===== config.mk =====
export PLATFORM = sky130hd
export DESIGN_NAME = pac_seq
export DESIGN_NICKNAME = d
export VERILOG_FILES = /design/src/rtl/pac_seq.sv
export SDC_FILE = /design/constraint.sdc
export NUM_CORES = 1
export LEC_CHECK = 0
export ABC_CLOCK_PERIOD_IN_PS = 7300
export BUFFER_PORTS_ARGS = -buffer_cell sky130_fd_sc_hd__buf_2
export CAP_MARGIN = 10
export CORE_ASPECT_RATIO = 1.4
export CORE_MARGIN = 2
export CORE_UTILIZATION = 29
export DETAILED_ROUTE_END_ITERATION = 7
export PLACE_DENSITY_LB_ADDON = 0.12
export SYNTH_ARGS = -nofsm -noshare
export SYNTH_HDL_FRONTEND = slang
export SYNTH_SLANG_ARGS = --single-unit

===== constraint.sdc =====
create_clock -name i_clk -period 7.3 [get_ports i_clk]
set_clock_uncertainty 0.05 [all_clocks]
set_input_delay 1.46 -clock i_clk [delete_from_list [all_inputs] [get_ports i_clk]]
set_output_delay 1.46 -clock i_clk [all_outputs]
set_load 0.02 [all_outputs]

===== src/rtl/pac_seq.sv =====
// Phase-to-amplitude converter sequencer: ROM coefficient loader, phase accumulator and pipeline drain.
// Optional output-phase dithering is enabled by defining PAC_DITHER_EN.
module pac_seq #(
  parameter int PHASE_W    = 32,
  parameter int PIPE_DEPTH = 10
) (
  input  logic               i_clk,
  input  logic               i_reset,
  input  logic               i_start,
  input  logic               i_ld_valid,
  input  logic [47:0]        i_ld_data,
  output logic               o_ld_ready,
  input  logic               i_run_en,
  input  logic [PHASE_W-1:0] i_fcw,
  output logic               o_cen,
  output logic               o_wen,
  output logic [5:0]         o_index_wri,
  output logic [47:0]        o_d,
  output logic [5:0]         o_index_rea,
  output logic [2:0]         o_index_qua,
  output logic [6:0]         o_index_cor,
  output logic               o_wen_in,
  output logic               o_loaded,
  output logic               o_busy
);

  localparam int CNT_W = $clog2(PIPE_DEPTH + 1);

  typedef enum logic [1:0] {S_IDLE, S_LOAD, S_RUN, S_FLUSH} state_t;

  state_t             r_state;
  state_t             w_next_state;
  logic [PHASE_W-1:0] r_acc;
  logic [5:0]         r_addr;
  logic [CNT_W-1:0]   r_flush_cnt;
  logic               r_ld_ready;
  logic               r_cen;
  logic               r_wen;
  logic [5:0]         r_index_wri;
  logic [47:0]        r_d;
  logic [5:0]         r_index_rea;
  logic [2:0]         r_index_qua;
  logic [6:0]         r_index_cor;
  logic               r_wen_in;
  logic               r_loaded;
  logic               r_busy;

  logic               w_hs;
  logic               w_sample;
  logic               w_ld_ready;
  logic               w_busy;
  logic               w_wen;
  logic               w_cen;
  logic               w_wen_in;
  logic [15:0]        w_phase_hi;

`ifdef PAC_DITHER_EN
  logic [15:0] r_lfsr;
  logic        w_carry;

  // Only the carry out of the dithered low half can reach the 16 bits the converter consumes.
  assign w_carry    = r_acc[PHASE_W-17:PHASE_W-32] > ~r_lfsr;
  assign w_phase_hi = r_acc[PHASE_W-1:PHASE_W-16] + {15'd0, w_carry};
`else
  assign w_phase_hi = r_acc[PHASE_W-1:PHASE_W-16];
`endif

  assign w_hs     = (r_state == S_LOAD) && i_ld_valid;
  assign w_sample = (r_state == S_RUN) && i_run_en;

  always_ff @(posedge i_clk) begin
    if (i_reset) r_state <= S_IDLE;
    else         r_state <= w_next_state;
  end

  always_comb begin
    w_next_state = r_state;
    unique case (r_state)
      S_IDLE: begin
        if (i_start)                   w_next_state = S_LOAD;
        else if (i_run_en && r_loaded) w_next_state = S_RUN;
      end
      S_LOAD:  if (w_hs && r_addr == 6'd63) w_next_state = S_IDLE;
      S_RUN:   if (!i_run_en) w_next_state = S_FLUSH;
      S_FLUSH: if (r_flush_cnt == CNT_W'(PIPE_DEPTH)) w_next_state = S_IDLE;
      default: w_next_state = S_IDLE;
    endcase
  end

  // Next values of the registered control outputs.
  always_comb begin
    w_ld_ready = (w_next_state == S_LOAD);
    w_busy     = (w_next_state != S_IDLE);
    w_wen      = w_hs;
    w_cen      = w_hs || w_sample;
    w_wen_in   = w_sample;
  end

  always_ff @(posedge i_clk) begin
    if (i_reset) begin
      r_acc       <= '0;
      r_addr      <= '0;
      r_flush_cnt <= '0;
      r_ld_ready  <= 1'b0;
      r_cen       <= 1'b0;
      r_wen       <= 1'b0;
      r_index_wri <= '0;
      r_d         <= '0;
      r_index_rea <= '0;
      r_index_qua <= '0;
      r_index_cor <= '0;
      r_wen_in    <= 1'b0;
      r_loaded    <= 1'b0;
      r_busy      <= 1'b0;
`ifdef PAC_DITHER_EN
      r_lfsr      <= 16'hACE1;
`endif
    end else begin
      r_ld_ready <= w_ld_ready;
      r_busy     <= w_busy;
      r_wen      <= w_wen;
      r_cen      <= w_cen;
      r_wen_in   <= w_wen_in;
      unique case (r_state)
        S_IDLE: begin
          if (i_start) begin
            r_addr   <= '0;
            r_loaded <= 1'b0;
          end else if (i_run_en && r_loaded) begin
            r_acc <= '0;
          end
        end
        S_LOAD: begin
          if (w_hs) begin
            r_index_wri <= r_addr;
            r_d         <= i_ld_data;
            r_addr      <= r_addr + 6'd1;
            if (r_addr == 6'd63) r_loaded <= 1'b1;
          end
        end
        S_RUN: begin
          if (i_run_en) begin
            r_index_qua <= w_phase_hi[15:13];
            r_index_rea <= w_phase_hi[12:7];
            r_index_cor <= w_phase_hi[6:0];
            r_acc       <= r_acc + i_fcw;
`ifdef PAC_DITHER_EN
            r_lfsr      <= {r_lfsr[14:0], r_lfsr[15] ^ r_lfsr[13] ^ r_lfsr[12] ^ r_lfsr[10]};
`endif
          end else begin
            r_flush_cnt <= '0;
          end
        end
        S_FLUSH: r_flush_cnt <= r_flush_cnt + CNT_W'(1);
        default: ;
      endcase
    end
  end

  assign o_ld_ready  = r_ld_ready;
  assign o_cen       = r_cen;
  assign o_wen       = r_wen;
  assign o_index_wri = r_index_wri;
  assign o_d         = r_d;
  assign o_index_rea = r_index_rea;
  assign o_index_qua = r_index_qua;
  assign o_index_cor = r_index_cor;
  assign o_wen_in    = r_wen_in;
  assign o_loaded    = r_loaded;
  assign o_busy      = r_busy;

endmodule


==> out/qor.txt, run 1 <==
Status = finished, final reports clean
HP Class = flip-flop to flip-flop
Post-synthesis sequential area ratio = 41.6%
Share of cells above drive strength 1 = 24.2%
Yosys reg bits = 120
Minimum clock period = 3690 ps
Initial Util = 29.4%
Total negative slack = 0 ps
Nets = 978
Die height = 171 um
Syn Area/Cell = 8.13 sq um
Count of flip-flops with a built-in enable after synthesis = 0
Place WS = 3170 ps
Reg power frac = 38.9%
Int Pwr = 0.00133 W
Worst reg2reg path startpoint = r_acc[0]
Slew Viols, Final = 0
Die X = 123 um
CP Launch Type = primary input
CTS tree = built
Max Cap Viol = 0
CP max FO = 3
Synthesized area = 5780 sq um
Worst hold path depth = 2
Hold-fix buffers at CTS = 0
CTS H-tree depth = 4
Met2 usage = 26.3%
Max frequency = 271 MHz
Slowest stage cell, crit path = or4_1
Crit. End Element = flip-flop
Total leakage power = 3.27 nW
Critical Path Max Stage Delay = 480 ps
GPL Wtd Cong = 0.770
Drt pass-1 iters = 4
Clk_lat worst skew = 410 ps
Initial antenna violation count = 1
Cell area power density = 234 nW/um^2
Clk buf depth = 2
Clock transition at the registers of the reported paths = 60 ps
Hold Fails Final Rpt = 0
IO Pins = 161
Switching Share = 23.7%
Period utilization = 50.6%
Mapped Cells = 711
R2R Path End = r_acc[30]
Switch Pwr = 0.000412 W
FF-to-FF setup slack = 4390 ps
Root Buffer = clkbuf_16
Worst Slack Setup Final = 3610 ps
Yosys warns = 0
Critical path cell sequence = buf_2 -> ha_1 -> inv_1 -> fa_1 -> and2b_2 -> o2111ai_2 -> a211oi_2 -> nor3_2 -> o21ai_2 -> a31oi_1 -> or4_1 -> nand3_1 -> a22o_1
Layer with the highest usage = met2
Area added between synthesis and finish = 28.5%
Global route overflow = 0
Setup violators final = 0
Crit path kind = primary input to flip-flop
Post-CTS Setup Bufs = 0
Synth async-reset ratio = 0%
M3 GR Usage = 4.40%
Core area = 19,700 sq um
Unrepaired setup endpoints after global routing = false
Global-route wire length before repair = 25,700 um
Pin count of the biggest net entering global routing = 76
WL/cell = 14.6 um
Post-CTS resize count = 0
Number of fill cells = 2,091
TritonCTS Buffers = 17
Buffers added on ports = 160
Vias = 5,363
Worst endpoint data arrival time = 3990 ps
DRC viols = 0
Max_slew headroom = 30.1%
Full die area = 21,100 sq um
Combinational Power Share = 7.5%
Total wire length = 16,400 um
Met1 Usage GRT = 18.4%
Tightest Pin Transition = 1050 ps
Top_reg_cell synth = dfxtp_1
Initial drt markers = 208
Row cnt = 61
Total global-route track usage = 15.6%
Max rail drop VDD = 0.000141 V
Vias in the first global route = 5,162
Required time of the critical path = 7600 ps
Count of cell types in the netlist = 61
Clock power frac = 53.6%
Diodes inserted = 0
Hold Path End = o_d[17]
Mapped Nets = 831
Register-to-Register Path Depth = 12
DP HPWL = 11,400 um
Antenna-violating nets left = 0
Clk sinks = 120
Vias per cell = 4.78
Hold_sp = o_d[17]
## placed cells by master, fill, tap and decap left out, types with 4 or more instances in the layout
| cell | netlist | routed |
|---|---|---|
| nand2_1 | 174 | 174 |
| buf_2 | 0 | 159 |
| dfxtp_1 | 120 | 120 |
| a21oi_1 | 110 | 110 |
| nor2_1 | 42 | 41 |
| ha_1 | 34 | 34 |
| o21ai_0 | 19 | 19 |
| xnor2_1 | 17 | 17 |
| clkbuf_16 | 0 | 17 |
| a22o_1 | 15 | 15 |
| a21o_1 | 14 | 14 |
| inv_1 | 12 | 12 |
| xor2_1 | 11 | 11 |
| a22oi_1 | 11 | 11 |
| nand4_1 | 8 | 8 |
| nand3_1 | 7 | 7 |
| o21a_1 | 7 | 7 |
| and2_1 | 5 | 5 |
| bufinv_16 | 0 | 5 |
| buf_4 | 1 | 5 |
| nor2b_1 | 4 | 4 |
| o21ai_1 | 4 | 4 |
| o211ai_1 | 4 | 4 |
| or3_1 | 4 | 4 |
## stage by stage
| stage | instances | cell area [sq um] | total power, W | util, % | hold WS, ps |
|---|---|---|---|---|---|
| after CTS | 1123 | 7430 | 0.00178 | 37.7 | 402 |
| after floorplan | 711 | 5780 | 0.000770 | - | 386 |
| final | 1123 | 7430 | 0.00174 | 37.7 | 399 |
| after global routing | 1123 | 7430 | 0.00182 | 37.7 | 415 |
| after global placement | 1091 | 6780 | 0.000824 | 34.4 | 390 |
| after detailed placement | 1091 | 6780 | 0.000824 | 34.4 | 394 |
## layer usage
metal	vias to the layer above	wire (um)
met1	2417	7270
met3	23	951
met4	2	341
met5	-	5
li1	2774	-
met2	147	7780
## Yosys cell counts (all sizes together) (8+ instances only)
cell | count | share of area, %
a21o | 16 | 2.1
dfxtp | 120 | 42
clkbuf | 28 | 1.8
buf | 8 | 0.84
ha | 34 | 7.4
a22oi | 11 | 1.4
a21oi | 110 | 9.5
o21ai | 24 | 2.1
xnor2 | 17 | 2.6
nand2 | 174 | 11
nor2 | 42 | 2.7
xor2 | 11 | 1.7
nand4 | 9 | 1.1
inv | 12 | 0.78
a22o | 15 | 2.3
## registers in the layout, summed over array words and instances (netlist names)
name         flops
o_d             48
r_acc           32
o_index_cor      7
o_index_rea      6
o_index_wri      6
r_addr           6
r_flush_cnt      4
o_index_qua      3
r_state          2
o_busy           1
o_cen            1
o_ld_ready       1
o_loaded         1
o_wen            1
o_wen_in         1
## worst max-delay path: cells and delay by family
| kind | cells | cell delay (ps) |
|---|---|---|
| buf+inv | 2 | 150 |
| simple gates | 4 | 930 |
| compound gates | 5 | 880 |
| fa+ha+maj | 2 | 580 |
## layout make-up
class / instances / area, sq um / area share (%)
Multi-Input combinational cell: 543 / 3180 / 42.8
Sequential cell: 120 / 2400 / 32.3
Timing Repair Buffer: 164 / 833 / 11.2
Clock buffer: 18 / 429 / 5.78
Tap cell: 252 / 315 / 4.24
Clock inverter: 14 / 221 / 2.98
Inverter: 12 / 45.0 / 0.606
## power groups by stage
stage          sequential [W]  clock (W)  combinational [W]
2_1_floorplan        0.000705          0          0.0000652
3_3_place_gp         0.000690          0           0.000134
5_1_grt              0.000678   0.000992           0.000147
3_5_place_dp         0.000691          0           0.000134
4_1_cts              0.000676   0.000965           0.000134
6_report             0.000676   0.000932           0.000131
## kinds of logic (layout without fill, tap and decap cells)
| family | count (synthesis) | after routing | synth area share [%] |
|---|---|---|---|
| compound gates | 214 | 214 | 23.1 |
| xor+xnor | 28 | 28 | 4.24 |
| fa+ha+maj | 35 | 35 | 7.71 |
| buf+inv | 48 | 208 | 3.44 |
| flops | 120 | 120 | 41.6 |
| mux | 3 | 3 | 0.520 |
| simple gates | 263 | 263 | 19.4 |
## how the worst max path moves through the flow
stage	start	to	slack (ps)
2_1_floorplan	i_fcw[0]	r_acc[28]	3500
3_3_place_gp	i_fcw[0]	r_acc[30]	3180
3_5_place_dp	i_fcw[0]	r_acc[30]	3170
4_1_cts	i_fcw[0]	r_acc[30]	3610
5_1_grt	i_fcw[0]	r_acc[30]	3450
6_report	i_fcw[0]	r_acc[30]	3610
Power figures use the tool's default switching activity.
==> run 2, diff against run 1 <==
ABC_CLOCK_PERIOD_IN_PS = 3300   (was 7300)
clock period = 3.3 ns   (was 7.3 ns; I/O delays follow)
==> run 2 against run 1 <==
Power up 110%. Design area up 0.59%. Clock-buffer cell count unchanged. Critical path depth down 1. Routed wire length up 0.61%. Die area unchanged. Non-clock buffer count up 13. Via count up 1.4%. Worst setup slack worse by 3100 ps. Flip-flop and latch count unchanged. Utilization up 0.22 points. Largest power group unchanged. Highest routed layer unchanged.
==> out/qor.txt, run 2 (synthesis gave the netlist of run 1 again) <==
Minimum clock period = 2830 ps
Area added between synthesis and finish = 29.3%
Nets = 991 (+1.3%)
DRC viols = 0 (unchanged)
WL/cell = 14.5 um (-0.45%)
Row cnt = 61 (unchanged)
Post-CTS Setup Bufs = 0 (unchanged)
Setup violators final = 0 (unchanged)
Worst Slack Setup Final = 466 ps (-3140 ps)
TritonCTS Buffers = 17 (unchanged)
Clock transition at the registers of the reported paths = 60 ps (about the same)
Total negative slack = 0 ps (unchanged)
Antenna-violating nets left = 0 (unchanged)
Total wire length = 16,500 um (+0.61%)
Clk_lat worst skew = 420 ps (about the same)
Max rail drop VDD = 0.000297 V (+110%)
Vias in the first global route = 5,273 (+2.2%)
Post-CTS resize count = 0 (unchanged)
Clk sinks = 120 (unchanged)
HP Class = flip-flop to flip-flop
Period utilization = 85.9%
Share of cells above drive strength 1 = 25.3% (+1.0 points)
Most frequent cells in the layout = 174 x nand2_1, 159 x buf_2, 120 x dfxtp_1
Pin count of the biggest net entering global routing = 48 (-37%)
Root Buffer = clkbuf_16
Initial drt markers = 160 (-23%)
Global-route wire length before repair = 25,800 um (+0.48%)
Core area = 19,700 sq um (unchanged)
Clk buf depth = 2 (unchanged)
Required time of the critical path = 3610 ps (-3990 ps)
Vias = 5,438 (+1.4%)
Total global-route track usage = 15.6% (+0.051 points)
Initial antenna violation count = 1 (unchanged)
Max_slew headroom = 44.8% (+15 points)
Hold-fix buffers at CTS = 0 (unchanged)
CP Launch Type = flip-flop
Max Cap Viol = 0 (unchanged)
Global route overflow = 0 (unchanged)
CTS H-tree depth = 4 (unchanged)
Place WS = 67.7 ps (-3100 ps)
Unrepaired setup endpoints after global routing = false
Die X = 123 um (unchanged)
Hold Fails Final Rpt = 0 (unchanged)
CP max FO = 3 (unchanged)
Max reg flops = 48 (unchanged)
Slew Viols, Final = 0 (unchanged)
Vias per cell = 4.79 (+0.33%)
Initial Util = 29.4% (unchanged)
CTS tree = built
Most common cell after layout, fill and taps aside = nand2_1
Worst endpoint data arrival time = 3140 ps (-850 ps)
Die height = 171 um (unchanged)
Max frequency = 353 MHz
Tightest Pin Transition = 828 ps (-220 ps)
Diodes inserted = 0 (unchanged)
Cell area power density = 487 nW/um^2 (+110%)
FF-to-FF setup slack = 470 ps (-3920 ps)
Final hold slack = 399 ps (-0.284 ps)
Full die area = 21,100 sq um (unchanged)
Status = finished, final reports clean
IO Pins = 161 (unchanged)
Drt pass-1 iters = 5 (+1)
Total leakage power = 3.30 nW (+1.2%)
Crit path kind = flip-flop to flip-flop
DP HPWL = 11,700 um (+3.0%)
Crit. End Element = flip-flop
Buffers added on ports = 160 (unchanged)
GPL Wtd Cong = 0.818 (+6.2%)
==> run 2: metal layers <==
layer	up-vias	share of wire (%)	global-route usage, %
li1	2803	-	-
met2	146	49	27.6
met5	-	0.079	0
met3	27	5.3	3.97
met1	2460	43	17.4
met4	2	2.5	6.92
==> run 2: metrics by stage <==
step / util (%) / power (W) / cells / instance area, sq um
2_1_floorplan: - / 0.00170 / 711 / 5780
5_1_grt: 38.0 / 0.00380 / 1135 / 7470
6_report: 38.0 / 0.00364 / 1135 / 7470
4_1_cts: 38.0 / 0.00371 / 1135 / 7470
3_3_place_gp: 35.0 / 0.00183 / 1104 / 6890
3_5_place_dp: 35.0 / 0.00183 / 1104 / 6890
==> run 2: worst paths after layout <==
kind              startpoint   endpoint  depth (start not counted)
hold / removal        o_d[0]     o_d[0]                          2
setup reg to reg    r_acc[0]  r_acc[30]                         12
hold reg to reg       o_d[0]     o_d[0]                          2
setup / recovery    r_acc[0]  r_acc[30]                         12
==> run 2: critical path: stages, from the launching register on <==
cell	delay (ps)
dfxtp_1	340
ha_1	170
inv_1	50
fa_1	370
and2b_2	240
o2111ai_2	140
a211oi_2	270
nor3_2	110
o21ai_2	220
a31oi_1	120
or4_1	480
nand3_1	90
a22o_1	110
==> run 2: report_power, final <==
| group | internal (W) | total (W) | switching (W) |
|---|---|---|---|
| combinational | 0.000116 | 0.000302 | 0.000186 |
| clock | 0.00113 | 0.00185 | 0.000716 |
| sequential | 0.00148 | 0.00149 | 0.0000128 |
==> run 2: cell type report <==
cell class,instances,area (sq um)
Timing Repair Buffer,177,943
Tap cell,252,315
Sequential cell,120,2400
Inverter,12,45.0
Clock buffer,18,439
Multi-Input combinational cell,543,3180
Clock inverter,13,148
Fill cell,2124,12200
